`config.mk`:
```
export PLATFORM = sky130hd
export DESIGN_NAME = paillier_mm_arbiter
export DESIGN_NICKNAME = d
export VERILOG_FILES = /design/src/rtl/paillier_pkg.sv /design/src/rtl/rr_arbiter.sv /design/src/rtl/paillier_mm_arbiter.sv
export SDC_FILE = /design/constraint.sdc
export NUM_CORES = 1
export LEC_CHECK = 0
export CAP_MARGIN = 20
export CORE_AREA = 2 2 514 516
export DETAILED_ROUTE_END_ITERATION = 8
export DIE_AREA = 0 0 516 518
export PLACE_DENSITY = 0.37
export SLEW_MARGIN = 20
export SYNTH_ARGS = -nofsm -noshare
export SYNTH_HDL_FRONTEND = slang
export SYNTH_SLANG_ARGS = --single-unit
```
`constraint.sdc`:
```
create_clock -name clk -period 1.8 [get_ports clk]
set_clock_uncertainty 0.05 [all_clocks]
set_input_delay 0.36 -clock clk [delete_from_list [all_inputs] [get_ports clk]]
set_output_delay 0.36 -clock clk [all_outputs]
set_load 0.01 [all_outputs]
```
`src/rtl/paillier_pkg.sv`:
```
// paillier_pkg: shared Paillier core types and default engine dimensions
package paillier_pkg;
    localparam int MM_K = 128;
    localparam int MM_N = 32;
    typedef enum logic [1:0] {ST_IDLE, ST_START, ST_FEED, ST_DRAIN} mm_arb_state_t;
endpackage

```
`src/rtl/rr_arbiter.sv`:
```
// rr_arbiter: combinational round-robin pick of the first request at or after ptr
module rr_arbiter #(
    parameter int R = 3,
    parameter int PW = $clog2(R)
) (
    input  logic [R-1:0]  req,
    input  logic [PW-1:0] ptr,
    output logic [R-1:0]  gnt,
    output logic [PW-1:0] idx
);
    logic          found;
    logic [PW-1:0] j;
    always_comb begin
        gnt = '0;
        idx = '0;
        found = 1'b0;
        j = '0;
        for (int k = 0; k < R; k++) begin
            j = PW'((int'(ptr) + k) % R);
            if (!found && req[j]) begin
                gnt[j] = 1'b1;
                idx = j;
                found = 1'b1;
            end
        end
    end
endmodule

```
`src/rtl/paillier_mm_arbiter.sv`:
```
// paillier_mm_arbiter: shares one Montgomery engine among R requesters with a stall watchdog
module paillier_mm_arbiter
    import paillier_pkg::*;
#(
    parameter int K = MM_K,
    parameter int N = MM_N,
    parameter int R = 3,
    parameter int TIMEOUT = 4096
) (
    input  logic           clk,
    input  logic           rst_n,
    input  logic [R-1:0]   req,
    input  logic [R*K-1:0] req_x,
    input  logic [R*K-1:0] req_y,
    input  logic [R-1:0]   req_valid,
    output logic [R-1:0]   gnt,
    output logic           busy,
    output logic [K-1:0]   rsp_data,
    output logic [R-1:0]   rsp_valid,
    output logic [R-1:0]   done,
    output logic [R-1:0]   err,
    output logic           mm_start,
    output logic [K-1:0]   mm_x,
    output logic [K-1:0]   mm_y,
    output logic           mm_x_valid,
    output logic           mm_y_valid,
    input  logic [K-1:0]   mm_result,
    input  logic           mm_valid
);
    localparam int PW = $clog2(R);
    localparam int NW = $clog2(N + 1);
    localparam int WW = $clog2(TIMEOUT + 1);

    mm_arb_state_t state;
    logic [PW-1:0] g_idx, ptr, arb_idx, nxt;
    logic [R-1:0]  arb_gnt;
    logic [NW-1:0] in_cnt, out_cnt;
    logic [WW-1:0] wd;
    logic          accept;

    rr_arbiter #(.R(R), .PW(PW)) u_arb (
        .req(req),
        .ptr(ptr),
        .gnt(arb_gnt),
        .idx(arb_idx)
    );

    assign busy   = state != ST_IDLE;
    assign accept = (state == ST_FEED) && |(req_valid & gnt);
    assign nxt    = (g_idx == PW'(R - 1)) ? '0 : g_idx + PW'(1);

    always_ff @(posedge clk or negedge rst_n) begin
        if (!rst_n) begin
            state      <= ST_IDLE;
            gnt        <= '0;
            g_idx      <= '0;
            ptr        <= '0;
            in_cnt     <= '0;
            out_cnt    <= '0;
            wd         <= '0;
            rsp_data   <= '0;
            rsp_valid  <= '0;
            done       <= '0;
            err        <= '0;
            mm_start   <= 1'b0;
            mm_x       <= '0;
            mm_y       <= '0;
            mm_x_valid <= 1'b0;
            mm_y_valid <= 1'b0;
        end else begin
            mm_start   <= 1'b0;
            mm_x_valid <= 1'b0;
            mm_y_valid <= 1'b0;
            rsp_valid  <= '0;
            done       <= '0;
            err        <= '0;
            case (state)
                ST_IDLE: if (|req) begin
                    gnt      <= arb_gnt;
                    g_idx    <= arb_idx;
                    mm_start <= 1'b1;
                    state    <= ST_START;
                end
                ST_START: begin
                    in_cnt  <= '0;
                    out_cnt <= '0;
                    wd      <= '0;
                    state   <= ST_FEED;
                end
                default: if (out_cnt == NW'(N)) begin
                    // done was pulsed last cycle; release one cycle later
                    gnt   <= '0;
                    ptr   <= nxt;
                    state <= ST_IDLE;
                end else begin
                    if (accept) begin
                        mm_x       <= req_x[g_idx*K +: K];
                        mm_y       <= req_y[g_idx*K +: K];
                        mm_x_valid <= 1'b1;
                        mm_y_valid <= 1'b1;
                        in_cnt     <= in_cnt + NW'(1);
                        if (in_cnt == NW'(N - 1)) state <= ST_DRAIN;
                    end
                    if (mm_valid) begin
                        rsp_data  <= mm_result;
                        rsp_valid <= gnt;
                        out_cnt   <= out_cnt + NW'(1);
                        if (out_cnt == NW'(N - 1)) done <= gnt;
                    end
                    if (accept || mm_valid) wd <= '0;
                    else if (wd == WW'(TIMEOUT - 1)) begin
                        err   <= gnt;
                        gnt   <= '0;
                        ptr   <= nxt;
                        state <= ST_IDLE;
                    end else wd <= wd + WW'(1);
                end
            endcase
        end
    end
endmodule

```
## Word-level counts from Yosys, hierarchy flattened

Index checks and enable logic that the tools add are counted.
Widths: inputs -> output; s select.

- Reductions and logical operators: 26
- Muxes and demuxes: 62
- Bitwise operators: 7
- Magnitude comparators: 6
- Add/sub/neg operators: 6
- Equality and inequality tests: 12
- Div/mod/pow operators: 3
- Shift operators: 2

Operators by type and width:

| operator | number |
|---|---|
| $shiftx 384x10->128 | 2 |
| $mod 32x3->32 const B | 2 |
| $mux 3 | 18 |
| $mux 13 | 3 |
| $mod 3x3->32 const B | 1 |
| $mux 2 | 13 |
| $pmux 13 s2 | 1 |
| $mux 6 | 4 |
| $pmux 6 s2 | 2 |
| $reduce_and 3->1 | 6 |
| $add 13x1->13 const B | 1 |
| $eq 13x12->1 const B | 1 |
| $mux 1 | 13 |
| $add 6x1->6 const B | 2 |
| $eq 6x5->1 const B | 2 |
| $lt 2x3->1 const B | 3 |
| $reduce_bool 2->1 | 4 |
| $bmux 1 s2 | 3 |
| $demux 1 s2 | 3 |
| $eq 6x6->1 const B | 1 |
| $ge 2x1->1 const B | 3 |
| $logic_and 1x1->1 | 6 |
| $ne 3x2->1 const B | 2 |
| $or 3x3->3 | 2 |
| 19 further kinds | 26 |

- Logic and storage cells: 139
- Bits of input ports: 905
- Flip-flop bits (word level): 429
- Output and inout port bits: 400

## Logic depth before layout (Yosys ltp)

- Depth after elaboration: 12
- Depth in mapped cells: 9
- Gate-level depth less buffers: 7

## Modules after synthesis

Synthesis repeated with hierarchy kept, for this count alone.

- Cell total of the unflattened synthesis: 2469
- Area, all modules: 21336.7 µm²

Modules (own cells, without submodules):

| module | area an instance (µm²) | instances | seq. area each (µm²) | cells an instance |
|---|---|---|---|---|
| paillier_mm_arbiter | 21070.2 | 1 | 10735.3 | 2431 |
| rr_arbiter | 266.5 | 1 | 0.0 | 38 |

## Least setup slack after synthesis

OpenSTA, ideal clock, no wires.

- Path type: reg2reg
- Start point: register wd[0]
- End point: register ptr[0]
- Library setup time: 128 ps
- Arrival time: 1789 ps
- Buffers on the path: 0
- Cell stages (with the launch flop): 7
- Path slack: -167 ps
- Required time: 1622 ps
- Period minus slack after synthesis: 1967 ps
- Cell sequence: dfrtp_1 > ha_1 > nand3_2 > or4_4 > nor2_2 > o21ai_2 > mux2_1

- Cells in the longest elaborated chain, start to end: 3

RTL lines:

| item | line | source |
|---|---|---|
| from (decl) | paillier_mm_arbiter.sv:38 | `logic [WW-1:0] wd;` |
| from (signal assigned) | paillier_mm_arbiter.sv:116 | `end else wd <= wd + WW'(1);` |
| $eq 13x12->1 | paillier_mm_arbiter.sv:111 | `else if (wd == WW'(TIMEOUT - 1)) begin` |
| $reduce_bool 2->1 (no source line) | n/a |  |
| $reduce_and 3->1 (no source line) | n/a |  |
| to (signal assigned) | paillier_mm_arbiter.sv:93 | `ptr <= nxt;` |
| to (signal assigned) | paillier_mm_arbiter.sv:114 | `ptr <= nxt;` |
| to (decl) | paillier_mm_arbiter.sv:35 | `logic [PW-1:0] g_idx, ptr, arb_idx, nxt;` |

Every way passes these cells.
A chain may end at the register's enable or synchronous reset.

## Worst setup path after layout

- Start point: register gnt[0]
- End point: register mm_y[67]

- Cells in the longest elaborated chain, start to end: 4

RTL lines:

| item | line | source |
|---|---|---|
| from (decl) | paillier_mm_arbiter.sv:16 | `output logic [R-1:0] gnt,` |
| from (signal assigned) | paillier_mm_arbiter.sv:79 | `gnt <= arb_gnt;` |
| $and 3x3->3 | paillier_mm_arbiter.sv:49 | `assign accept = (state == ST_FEED) && \|(req_valid & gnt);` |
| $reduce_or 3->1 | paillier_mm_arbiter.sv:49 |  |
| $logic_and 1x1->1 | paillier_mm_arbiter.sv:49 |  |
| $reduce_and 3->1 (no source line) | n/a |  |
| to (signal assigned) | paillier_mm_arbiter.sv:98 | `mm_y <= req_y[g_idx*K +: K];` |
| to (decl) | paillier_mm_arbiter.sv:24 | `output logic [K-1:0] mm_y,` |

Every way passes these cells.

==> out/metrics.yaml <==
die:
  die_y_um: 518
  die_x_um: 516
  rows: 188
  start_util: 0.08111
  die_area_sq_um: 267300
  core_sq_um: 261600
  ios: 1305
clock_tree:
  tritoncts: "yes"
  clkTransAtPathRegs_ns: 0.06
  htree_levels: 3
  clkSinkCount: 429
  cts_made_buffers: 66
  cts_root_buf: "clkbuf_16"
  cts_max_path_buffers: 3
  clk_latency_ns: 0.68
synthesis:
  ys_warn_count: 0
  async_flop_share: 1.000
  synth_area_sq_um: 21220
  yosysUniqueCellTypes: 55
  ys.flop_type: "dfrtp_1"
  synth.net_count: 3370
  synthCells: 2457
  synth-seq-cells: 429
  yosysSeqAreaShare: 0.5060
  avgSynthCellArea_sq_um: 8.635
  synth_edf_count: 0
setup_path:
  required_ns: 2.28
  crit_path_frequent_cell: "buf_16"
  crit_type: "reg2reg"
  crit_chain: "buf_6 -> a222oi_1 -> buf_4 -> a211oi_4 -> buf_12 -> buf_16 -> buf_16 -> buf_16 -> nor2_2 -> a21oi_1"
  startpoint_type: "flop"
  rr_worst_depth: 10
  rr_startpoint: "gnt[0]$_DFFE_PN0P_"
  reg2reg_to: "mm_y[67]$_DFFE_PN0P_"
  crit_fanout: 17
  cpMaxStageDelayCell: "dfrtp_2"
  endpoint_kind: "flop"
  worst_ep_arrival_time_ns: 2.68
  r2r_slack_ns: -0.40
  slowest_delay_ns: 0.41
global_routing:
  grt_first_pass_wirelength_um: 257100
  antenna_found_initial: 180
  grt_overflow: 0
  grt_max_degree: 70
  grt_usage: 0.1443
  grt_pass1_vias: 26366
detailed_routing:
  routedWlPerCell_um: 26.71
  num_vias: 26191
  drc: 0
  ant_nets: 0
  drt_iter0_drc: 1306
  first_pass_iters: 5
  routed_wl_um: 206600
  viasPerCell: 3.386
timing:
  hold_viol_final: 0
  layout_min_cycle_time_ns: 2.199
  worst_slack_ns: -0.3995
  drv_slew: 0
  period_share: 1.222
  setup_viol: 395
  whs_ns: 0.1314
  slew_headroom: 0.6401
  max_slew.worst_pin.slew_ns: 0.5248
  setup_tns_ns: -86.59
  rsz0062_at_grt: "yes"
  max_freq_mhz: 454.7
power_and_ir_drop:
  intPower_uw: 44430
  total_leakage_power_uw: 0.02115
  p_sw_uw: 33000
  clock_power_share: 0.188
  power_switching_share: 0.4262
  power_density_nw_per_um2: 1572
  comb_power_share: 0.584
  ir_worst_vdd_mv: 0.6823
  power.total_uw: 77420
  p_seq_frac: 0.228
cells_and_area:
  final_cell_area_sq_um: 49250
  n_fill_cell: 29097
  seq_area_sq_um: 10760
  area_growth_pct: 132.1
  nets: 5045
  drive_gt1_frac: 0.3184
  multi_input_area_sq_um: 12290
  layout.cells.non_filler: 7734
place:
  dp_cells: 7438
  dp_hpwl_um: 167900
  place_area_sq_um: 41180
  port-buffer-count: 1304
  gp_congestion: 0.9395
status:
  violations: "negative setup slack"
  run_status: "finished with violations"
worst_hold_path:
  hp-class: "in2async"
run:
  drv_cap: 0
## how the worst max path moves through the flow
stage	start	end	slack, ns	depth (start not counted)
6_report	gnt[0]$_DFFE_PN0P_	mm_y[67]$_DFFE_PN0P_	-0.40	10
3_5_place_dp	req_valid[1]	mm_y[67]$_DFFE_PN0P_	-0.79	8
5_1_grt	gnt[0]$_DFFE_PN0P_	mm_x[18]$_DFFE_PN0P_	-0.49	11
2_1_floorplan	wd[0]$_DFFE_PN0P_	ptr[0]$_DFFE_PN0P_	-0.15	6
4_1_cts	state[0]$_DFFE_PN0P_	busy	-0.43	4
3_3_place_gp	req_valid[1]	mm_y[102]$_DFFE_PN0P_	-0.77	8
## worst max-delay path, delay by kind of cell, from the launching register on
kind,cells,cell delay (ns)
AO/OA/AOI/OAI,3,0.42
buffers and inverters,6,1.03
flip-flops,1,0.41
AND/OR/NAND/NOR,1,0.07
## registers in the layout, summed over array words and instances (netlist names), 6 cells and up
signal,count
in_cnt,6
mm_x,128
mm_y,128
out_cnt,6
rsp_data,128
wd,13
## cells in the mapped netlist (8+ instances only)
library cell	n	area, sq um
nor2_1	526	1974
a21oi_1	520	2603
dfrtp_1	429	10740
nand2_1	403	1513
mux2i_1	260	2603
buf_2	93	465.5
clkbuf_1	73	274.0
o21ai_0	19	95.09
buf_1	13	48.80
inv_1	11	41.29
and2_1	10	62.56
nand4_1	10	62.56
ha_1	8	100.1
## metrics by stage
stage	worst slack, ns	utilization
5_1_grt	-0.4939	0.1881
6_report	-0.3995	0.1883
3_5_place_dp	-0.7891	0.1575
3_3_place_gp	-0.7676	0.1575
4_1_cts	-0.4285	0.1728
2_1_floorplan	-0.1454	-
## routing by layer
layer / vias to the layer above / GRT usage / part of all wire
met4: 94 / 0.04070 / 0.027
met3: 388 / 0.06096 / 0.099
met5: - / 0 / 0.0027
li1: 11673 / - / -
met1: 12776 / 0.1548 / 0.36
met2: 1260 / 0.2558 / 0.51
## kinds of logic after synthesis
family / after synthesis / synth area share
flip-flops: 429 / 0.5060
XOR/XNOR: 8 / 0.003303
buffers and inverters: 191 / 0.03945
multiplexers: 264 / 0.1248
AND/OR/NAND/NOR: 987 / 0.1826
AO/OA/AOI/OAI: 570 / 0.1391
adder cells (fa/ha/maj): 8 / 0.004718
## layout by cell type (no fill, tap or decap), types with 9 or more instances in the layout
cell type        netlist  final
a21oi_2                0    114
clkbuf_1              73      9
nand2_4                0     79
diode_2                0     36
o21ai_1                2     12
buf_8                  0     32
buf_6                  0     62
buf_2                 93     33
nor2_2                 1     73
mux2i_1              260    254
buf_12                 0     74
buf_16                 0     32
clkdlybuf4s50_1        0    903
clkbuf_8               0     10
dfrtp_1              429    417
clkbuf_16              0     96
nor2_4                 0     88
bufinv_16              0      9
a21oi_1              520    400
buf_4                  1    327
nand4_1               10     10
nand2_2                0    145
clkbuf_2               0     45
nor2_1               526    366
nand2_1              403    177
dlymetal6s2s_1         0    243
dfrtp_2                0     10
## power groups by stage
| stage | Combinational [uW] | Clock, uW | Sequential [uW] |
|---|---|---|---|
| after global placement | 37000 | 0 | 16900 |
| after detailed placement | 37100 | 0 | 17000 |
| after floorplan | 12400 | 0 | 18200 |
| after CTS | 41700 | 15100 | 17200 |
| after global routing | 48200 | 15500 | 18200 |
| final | 45200 | 14600 | 17600 |
## cell type report
class | count | share of cell area
timing repair buffer | 1787 | 0.3912
sequential | 429 | 0.2184
multi-input combinational | 1837 | 0.2496
antenna | 36 | 0.001829
clock inverter | 34 | 0.01181
tap | 3515 | 0.08931
clock buffer | 85 | 0.03702
inverter | 11 | 0.0008384
## repair_timing
item | 4_1_cts | 5_1_grt
pin swaps | 5 | 247
resized for setup | 552 | 1168
endpoints found under the setup margin | 808 | 757
hold buffers | 1 | 0
hold endpoints to repair | 274 | 0
buffers inserted | 32 | 58
cloned | 25 | 39
No activity file was read; power rests on OpenSTA's default activity.
